### src/rtl/tanh_unit_scheduler.sv
// tanh_unit_scheduler: round-robin sharing of one combinational tanh unit among N_REQ requesters,
// with a registered operand stage (S1) and a backpressured result stage (S2).
module tanh_unit_scheduler #(
   parameter int N_REQ = 4,
   parameter int ID_W  = 2
) (
   input  logic                 clk,
   input  logic                 rst,
   input  logic [N_REQ-1:0]     req_valid,
   input  logic [8*N_REQ-1:0]   req_z,
   output logic [N_REQ-1:0]     req_ready,
   output logic [7:0]           func_z,
   input  logic [7:0]           func_a,
   output logic                 out_valid,
   output logic [7:0]           out_a,
   output logic [ID_W-1:0]      out_id,
   input  logic                 out_ready,
   output logic                 busy
);
   logic            op_valid;
   logic [7:0]      op_z;
   logic [ID_W-1:0] op_id;
   logic [ID_W-1:0] rr_ptr;
   logic [ID_W-1:0] gnt;
   logic [ID_W:0]   idx;
   logic            s1_load, s2_load, acc;
   logic [7:0]      sel_z;

   assign s2_load   = !out_valid || out_ready;
   assign s1_load   = !op_valid || s2_load;
   // Gating with rst keeps req_ready low while reset is held, even though S1 looks empty.
   assign acc       = rst && s1_load && (|req_valid);
   assign req_ready = acc ? N_REQ'(1) << gnt : '0;
   assign sel_z     = req_z[{gnt, 3'b000} +: 8];
   assign func_z    = op_z;
   assign busy      = op_valid | out_valid;

   // Walk from farthest to nearest so the nearest valid index after rr_ptr wins.
   always_comb begin
      gnt = rr_ptr;
      idx = '0;
      for (int k = N_REQ; k >= 1; k--) begin
         idx = {1'b0, rr_ptr} + (ID_W+1)'(k);
         idx = (idx >= (ID_W+1)'(N_REQ)) ? idx - (ID_W+1)'(N_REQ) : idx;
         if (req_valid[idx[ID_W-1:0]]) gnt = idx[ID_W-1:0];
      end
   end

   always_ff @(posedge clk or negedge rst) begin
      if (!rst) begin
         op_valid  <= 1'b0;
         op_z      <= '0;
         op_id     <= '0;
         out_valid <= 1'b0;
         out_a     <= '0;
         out_id    <= '0;
         rr_ptr    <= ID_W'(N_REQ-1);
      end else begin
         if (s2_load) begin
            out_valid <= op_valid;
            if (op_valid) begin
               out_a  <= func_a;
               out_id <= op_id;
            end
         end
         if (s1_load) begin
            op_valid <= acc;
            if (acc) begin
               op_z   <= sel_z;
               op_id  <= gnt;
               rr_ptr <= gnt;
            end
         end
      end
   end
endmodule

### config.mk
export PLATFORM = sky130hd
export DESIGN_NAME = tanh_unit_scheduler
export DESIGN_NICKNAME = d
export VERILOG_FILES = /design/src/rtl/tanh_unit_scheduler.sv
export SDC_FILE = /design/constraint.sdc
export NUM_CORES = 1
export LEC_CHECK = 0
export ABC_CLOCK_PERIOD_IN_PS = 1700
export BUFFER_PORTS_ARGS = -buffer_cell sky130_fd_sc_hd__buf_2
export CELL_PAD_IN_SITES_DETAIL_PLACEMENT = 0
export CELL_PAD_IN_SITES_GLOBAL_PLACEMENT = 1
export CORE_MARGIN = 2
export CORE_UTILIZATION = 30
export CTS_CLUSTER_SIZE = 8
export DETAILED_ROUTE_END_ITERATION = 7
export PLACE_DENSITY = 0.78
export SETUP_SLACK_MARGIN = 0.2
export SKIP_LAST_GASP = 1
export SYNTH_ARGS = -nofsm -noshare
export SYNTH_HDL_FRONTEND = slang
export SYNTH_SLANG_ARGS = --single-unit
### constraint.sdc
create_clock -name clk -period 1.7 [get_ports clk]
set_input_delay 0.17 -clock clk [delete_from_list [all_inputs] [get_ports clk]]
set_output_delay 0.17 -clock clk [all_outputs]
set_load 0.05 [all_outputs]
== Yosys cells after proc, flatten, opt, wreduce, memory -nomap -nowiden ==
Index checks and enable logic that the tools add are counted.

* Bits in registers: 24
* Input bits: 47
* Output and inout port bits: 24

* Add/subtract/negate cells: 8
* Order comparisons: 8
* Shift-type cells: 2
* Muxes and demuxes: 17
* Bitwise logic cells: 1
* Reductions and logical operators: 9

{| class="wikitable"
|+ Operators by type and width
! operator !! number
|-
| 32-bit by 6-bit variable part select with 8-bit output || 1
|-
| 2-bit 2-to-1 mux || 8
|-
| 3-bit greater-or-equal comparator, second input constant || 4
|-
| 2-bit by 3-bit < comparator with 1-bit output, second input constant || 4
|-
| 1-bit binary-select mux with 2-bit select || 4
|-
| 2-bit by 1-bit subtractor with 2-bit output, second input constant || 4
|-
| 2-bit by 2-bit adder with 3-bit output, second input constant || 2
|-
| 1-bit 2-to-1 mux || 4
|-
| 4-bit 2-to-1 mux || 1
|-
| 2-bit AND reduction || 2
|-
| 4-bit OR reduction || 1
|-
| 1-bit by 2-bit left shift with 4-bit output, first input constant || 1
|-
| 2-bit by 1-bit adder with 3-bit output, second input constant || 1
|-
| 2-bit by 3-bit adder with 3-bit output, second input constant || 1
|-
| 1-bit logical AND || 2
|-
| 1-bit zero test || 2
|-
| 1-bit logical OR || 2
|-
| 1-bit bitwise OR || 1
|}

== Logic depth before layout (Yosys ltp) ==
* Depth in word-level cells: 11
* Mapped depth: 6

== Worst setup path before layout ==
Ideal clock, no wire load.

* Kind: flip-flop to output port
* From: register rr_ptr[0]
* To: output port req_ready[3]
* Data arrival time: 2.291 ns
* Data required time: 1.530 ns
* Path slack: -0.761 ns
* Stages on the path, launching flop included: 6
* Cells stage by stage: dfstp_2 nand2b_1 o211ai_2 clkbuf_1 and2_1 nor3_1

* Longest elaborated chain between the ends: 11
* Elaborated cells between the ends (all ways): 30

{| class="wikitable"
|+ RTL lines
! item !! RTL line !! RTL
|-
| start, declared || 23 || <nowiki>logic [ID_W-1:0] rr_ptr;</nowiki>
|-
| start signal, assigned || 57 || <nowiki>rr_ptr <= ID_W'(N_REQ-1);</nowiki>
|-
| start signal, assigned || 71 || <nowiki>rr_ptr <= gnt;</nowiki>
|-
| 2-bit by 3-bit adder with 3-bit output || 43 || <nowiki>idx = {1'b0, rr_ptr} + (ID_W+1)'(k);</nowiki>
|-
| 3-bit greater-or-equal comparator / 2-bit by 1-bit subtractor with 2-bit output (equally long branches) || 44 || <nowiki>idx = (idx >= (ID_W+1)'(N_REQ)) ? idx - (ID_W+1)'(N_REQ) : idx;</nowiki>
|-
| 2-bit 2-to-1 mux || 44 ||
|-
| 1-bit binary-select mux with 2-bit select || 45 || <nowiki>if (req_valid[idx[ID_W-1:0]]) gnt = idx[ID_W-1:0];</nowiki>
|-
| 1-bit 2-to-1 mux (implied by the code) || 45 ||
|-
| 2-bit 2-to-1 mux (3 in a row) || 45 ||
|-
| 2-bit 2-to-1 mux * || 45 ||
|-
| 1-bit by 2-bit left shift with 4-bit output * || 33 || <nowiki>assign req_ready = acc ? N_REQ'(1) << gnt : '0;</nowiki>
|-
| 4-bit 2-to-1 mux * || 33 ||
|-
| end, declared || 11 || <nowiki>output logic [N_REQ-1:0] req_ready,</nowiki>
|}

Every way passes the cells marked *; elsewhere a longest branch is shown, timed or not. The select of a mux whose other input is x is not followed.

== Final worst setup path ==
* From: register rr_ptr[0]
* To: output port req_ready[1]

Same word-level chain as after synthesis.

==> impl_metrics.csv <==
group,metric,value,unit
synth,synthFlopType,"dfrtp_1",
worst_setup_path,reg2reg_slack,-0.20,ns
finish,utilization,0.504,
worst_setup_path,critPathCaptureType,"output pin",
finish,drive_above_1_share,0.684,
finish,syn2layout_area_growth,59.9,%
floorplan,die_w,72.1,um
synth,synth_seq_area_share,0.433,
power_and_ir_drop,p_clk_frac,0.092,
placement,dp_hpwl,2850,um
drt,first_iter_violations,19,
drt,drc_errors,0,
timing,slew_violations,0,
clock_tree,cts_tree,"yes",
worst_setup_path,cp.required,1.53,ns
timing,rsz0062_at_grt,"true",
synth,yosys.area.top_type,"dfrtp_1",
clock_tree,insertion_delay,0.27,ns
worst_hold_path,holdPathStages,2,
worst_setup_path,reg2reg_depth,9,
clock_tree,numCtsBuffers,3,
global_routing,grt_pass1_vias,1349,
global_routing,grt_max_degree,25,
drt,first_pass_iters,4,
drt,wl,3760,um
worst_setup_path,reg2reg_to,"func_z[4]",
synth,synth_edf_count,0,
drt,via_per_inst,4.86,
synth,syn_area,1390,um2
worst_setup_path,reg2reg_from,"rr_ptr[0]",
power_and_ir_drop,vdd_drop_max,0.768,mV
timing,finalWorstSetupSlack,-0.302,ns
drt,antenna_left,0,
placement,gp_congestion,0.769,
global_routing,grt_overflow,0,
synth,post_synth.cell_area_avg,11.0,um2
synth,synthTopCellsByArea,"dfrtp_1, mux2_2, a211oi_2",
worst_setup_path,cp-start-kind,"flop",
worst_setup_path,path_class,"reg2out",
synth,syn-num-nets,174,
synth,yosysWarnings,0,
clock_tree,clk_path_buf_depth,2,
floorplan,rows,24,
clock_tree,htree_levels,1,
floorplan,dieArea,5200,um2
floorplan,coreArea,4410,um2
timing,tightest_slew,0.399,ns
finish,layout_common_cells,"buf_2, buf_4, dfrtp_1, and3_1, a211oi_2",
timing,skew,0.00556,ns
power_and_ir_drop,p_leak,0.00108,uW
drt,wl_per_cell,13.6,um
synth,synth_top_cell_area_share,0.396,
timing,hold_viol_final,0,
clock_tree,cts-root-buf,"clkbuf_8",
finish,final_common_cell,"buf_2",
clock_tree,cts.sinks,24,
worst_setup_path,path_max_fanout,3,
outcome,violations,"setup timing",
job,cap_violations,0,
global_routing,grtUsageTotal,0.153,
power_and_ir_drop,seq_power_share,0.232,
synth,ys_types,31,
worst_hold_path,min_from,"func_a[0]",
timing,fin_crit_sh,1.18,
floorplan,fp.dieH,72.1,um
worst_hold_path,hold_end,"out_a[0]",
finish,nets,273,
finish,insertedDiodeCount,0,
global_routing,grt_pass1_wl,6180,um
timing,fmax,500,MHz
synth,synthCells,127,
floorplan,initial_utilization,0.315,
clock_tree,clk_pin_slew,0.09,ns
worst_hold_path,hold_class,"in2reg",
power_and_ir_drop,p_switching,1820,uW
power_and_ir_drop,p_int,1980,uW
timing,min_period,2.00,ns
power_and_ir_drop,combinationalPowerShare,0.676,
placement,portBuffers,70,
timing,holdWs,0.128,ns
power_and_ir_drop,powerDensity,1710,nW/um2
global_routing,antenna_found_initial,0,
drt,vias,1346,
synth,ys_seq_elements,24,
floorplan,io_pins,71,
outcome,status,"complete, but fails checks",
timing,setup_viol,13,
worst_setup_path,critPathArrivalTime,1.83,ns
synth,async_flop_share,1.00,
power_and_ir_drop,p_total,3800,uW
power_and_ir_drop,p_sw_frac,0.480,
timing,slew-limit-headroom,0.734,
finish,fill_cells,421,
-- synthesized netlist by cell type, types with 2 or more instances --
library cell and count:
a211oi_1 8, a211oi_2 8, a21oi_1 3, and3_1 16
buf_2 2, buf_4 2, clkbuf_1 3, dfrtp_1 22
dfstp_2 2, inv_1 4, mux2_2 9, nand2_1 12
nand2b_1 5, nor2_1 3, nor3_1 2, nor3_2 2
o21ai_0 3, o31ai_2 8
-- cells by family after synthesis --
kind of cell / after synthesis / synth area share
AND/OR/NAND/NOR: 45 / 0.182
AO/OA/AOI/OAI: 37 / 0.267
flip-flops: 24 / 0.433
buffers and inverters: 12 / 0.0450
multiplexers: 9 / 0.0728
-- critical path, stage by stage, from the launching register on --
cell and delay, ns:
dfstp_2 0.55, nor2b_2 0.05, a21o_1 0.17, buf_6 0.12, a221oi_4 0.33, buf_12 0.16, nor3_4 0.03, buf_6 0.15
-- how the worst max path moves through the flow --
stage,from,end,slack (ns),cells after the start
floorplan,rr_ptr[0],req_ready[2],-0.21,5
global placement,rr_ptr[0],req_ready[0],-0.13,6
detailed placement,rr_ptr[0],func_z[2],-0.14,7
CTS,rr_ptr[0],req_ready[3],-0.31,7
global route,rr_ptr[0],req_ready[1],-0.37,7
finish,rr_ptr[0],req_ready[1],-0.30,7
-- power by group through the flow --
| stage | Sequential [uW] | Combinational (uW) | Clock [uW] |
|---|---|---|---|
| after floorplan | 1450 | 1090 | 0 |
| after global placement | 890 | 2320 | 0 |
| after detailed placement | 887 | 2340 | 0 |
| after CTS | 884 | 2440 | 366 |
| after global routing | 910 | 2740 | 388 |
| final | 881 | 2570 | 348 |
-- flip-flops by register name (all words and copies together) (netlist names) --
register and flops:
func_z 8, op_id 2, op_valid 1, out_a 8, out_id 2, out_valid 1, rr_ptr 2
-- metrics by stage --
| stage | std cells | cell area, um2 | TNS [ns] | setup WS (ns) |
|---|---|---|---|---|
| final | 277 | 2220 | -2.63 | -0.302 |
| after global placement | 264 | 2040 | -1.20 | -0.126 |
| after global routing | 277 | 2220 | -3.53 | -0.374 |
| after detailed placement | 264 | 2040 | -1.39 | -0.144 |
| after floorplan | 127 | 1480 | -1.31 | -0.210 |
| after CTS | 271 | 2150 | -2.63 | -0.313 |
-- area by class of cell --
class                      count  area [um2]  area share
inverter                       4        15.0     0.00675
sequential                    24         604       0.272
tap                           52        65.1      0.0292
multi-input combinational     91         837       0.376
timing repair buffer         102         658       0.296
clock buffer                   4        45.0      0.0202
-- timing repair --
| action | CTS | global route |
|---|---|---|
| buffers inserted | 2 | 6 |
| hold endpoints to repair | 22 | 0 |
| endpoints found under the setup margin | 13 | 15 |
| pin swaps | 4 | 4 |
| hold buffers | 1 | 0 |
| resized for setup | 12 | 6 |
-- metal layers --
metal | track usage | vias to the layer above | share of wire
met2 | 0.258 | 63 | 0.48
met4 | 0.0566 | 0 | 0.014
met3 | 0.0347 | 5 | 0.082
li1 | - | 666 | -
met1 | 0.190 | 612 | 0.43
met5 | 0 | - | 0
(Power assumes the default switching activity.)
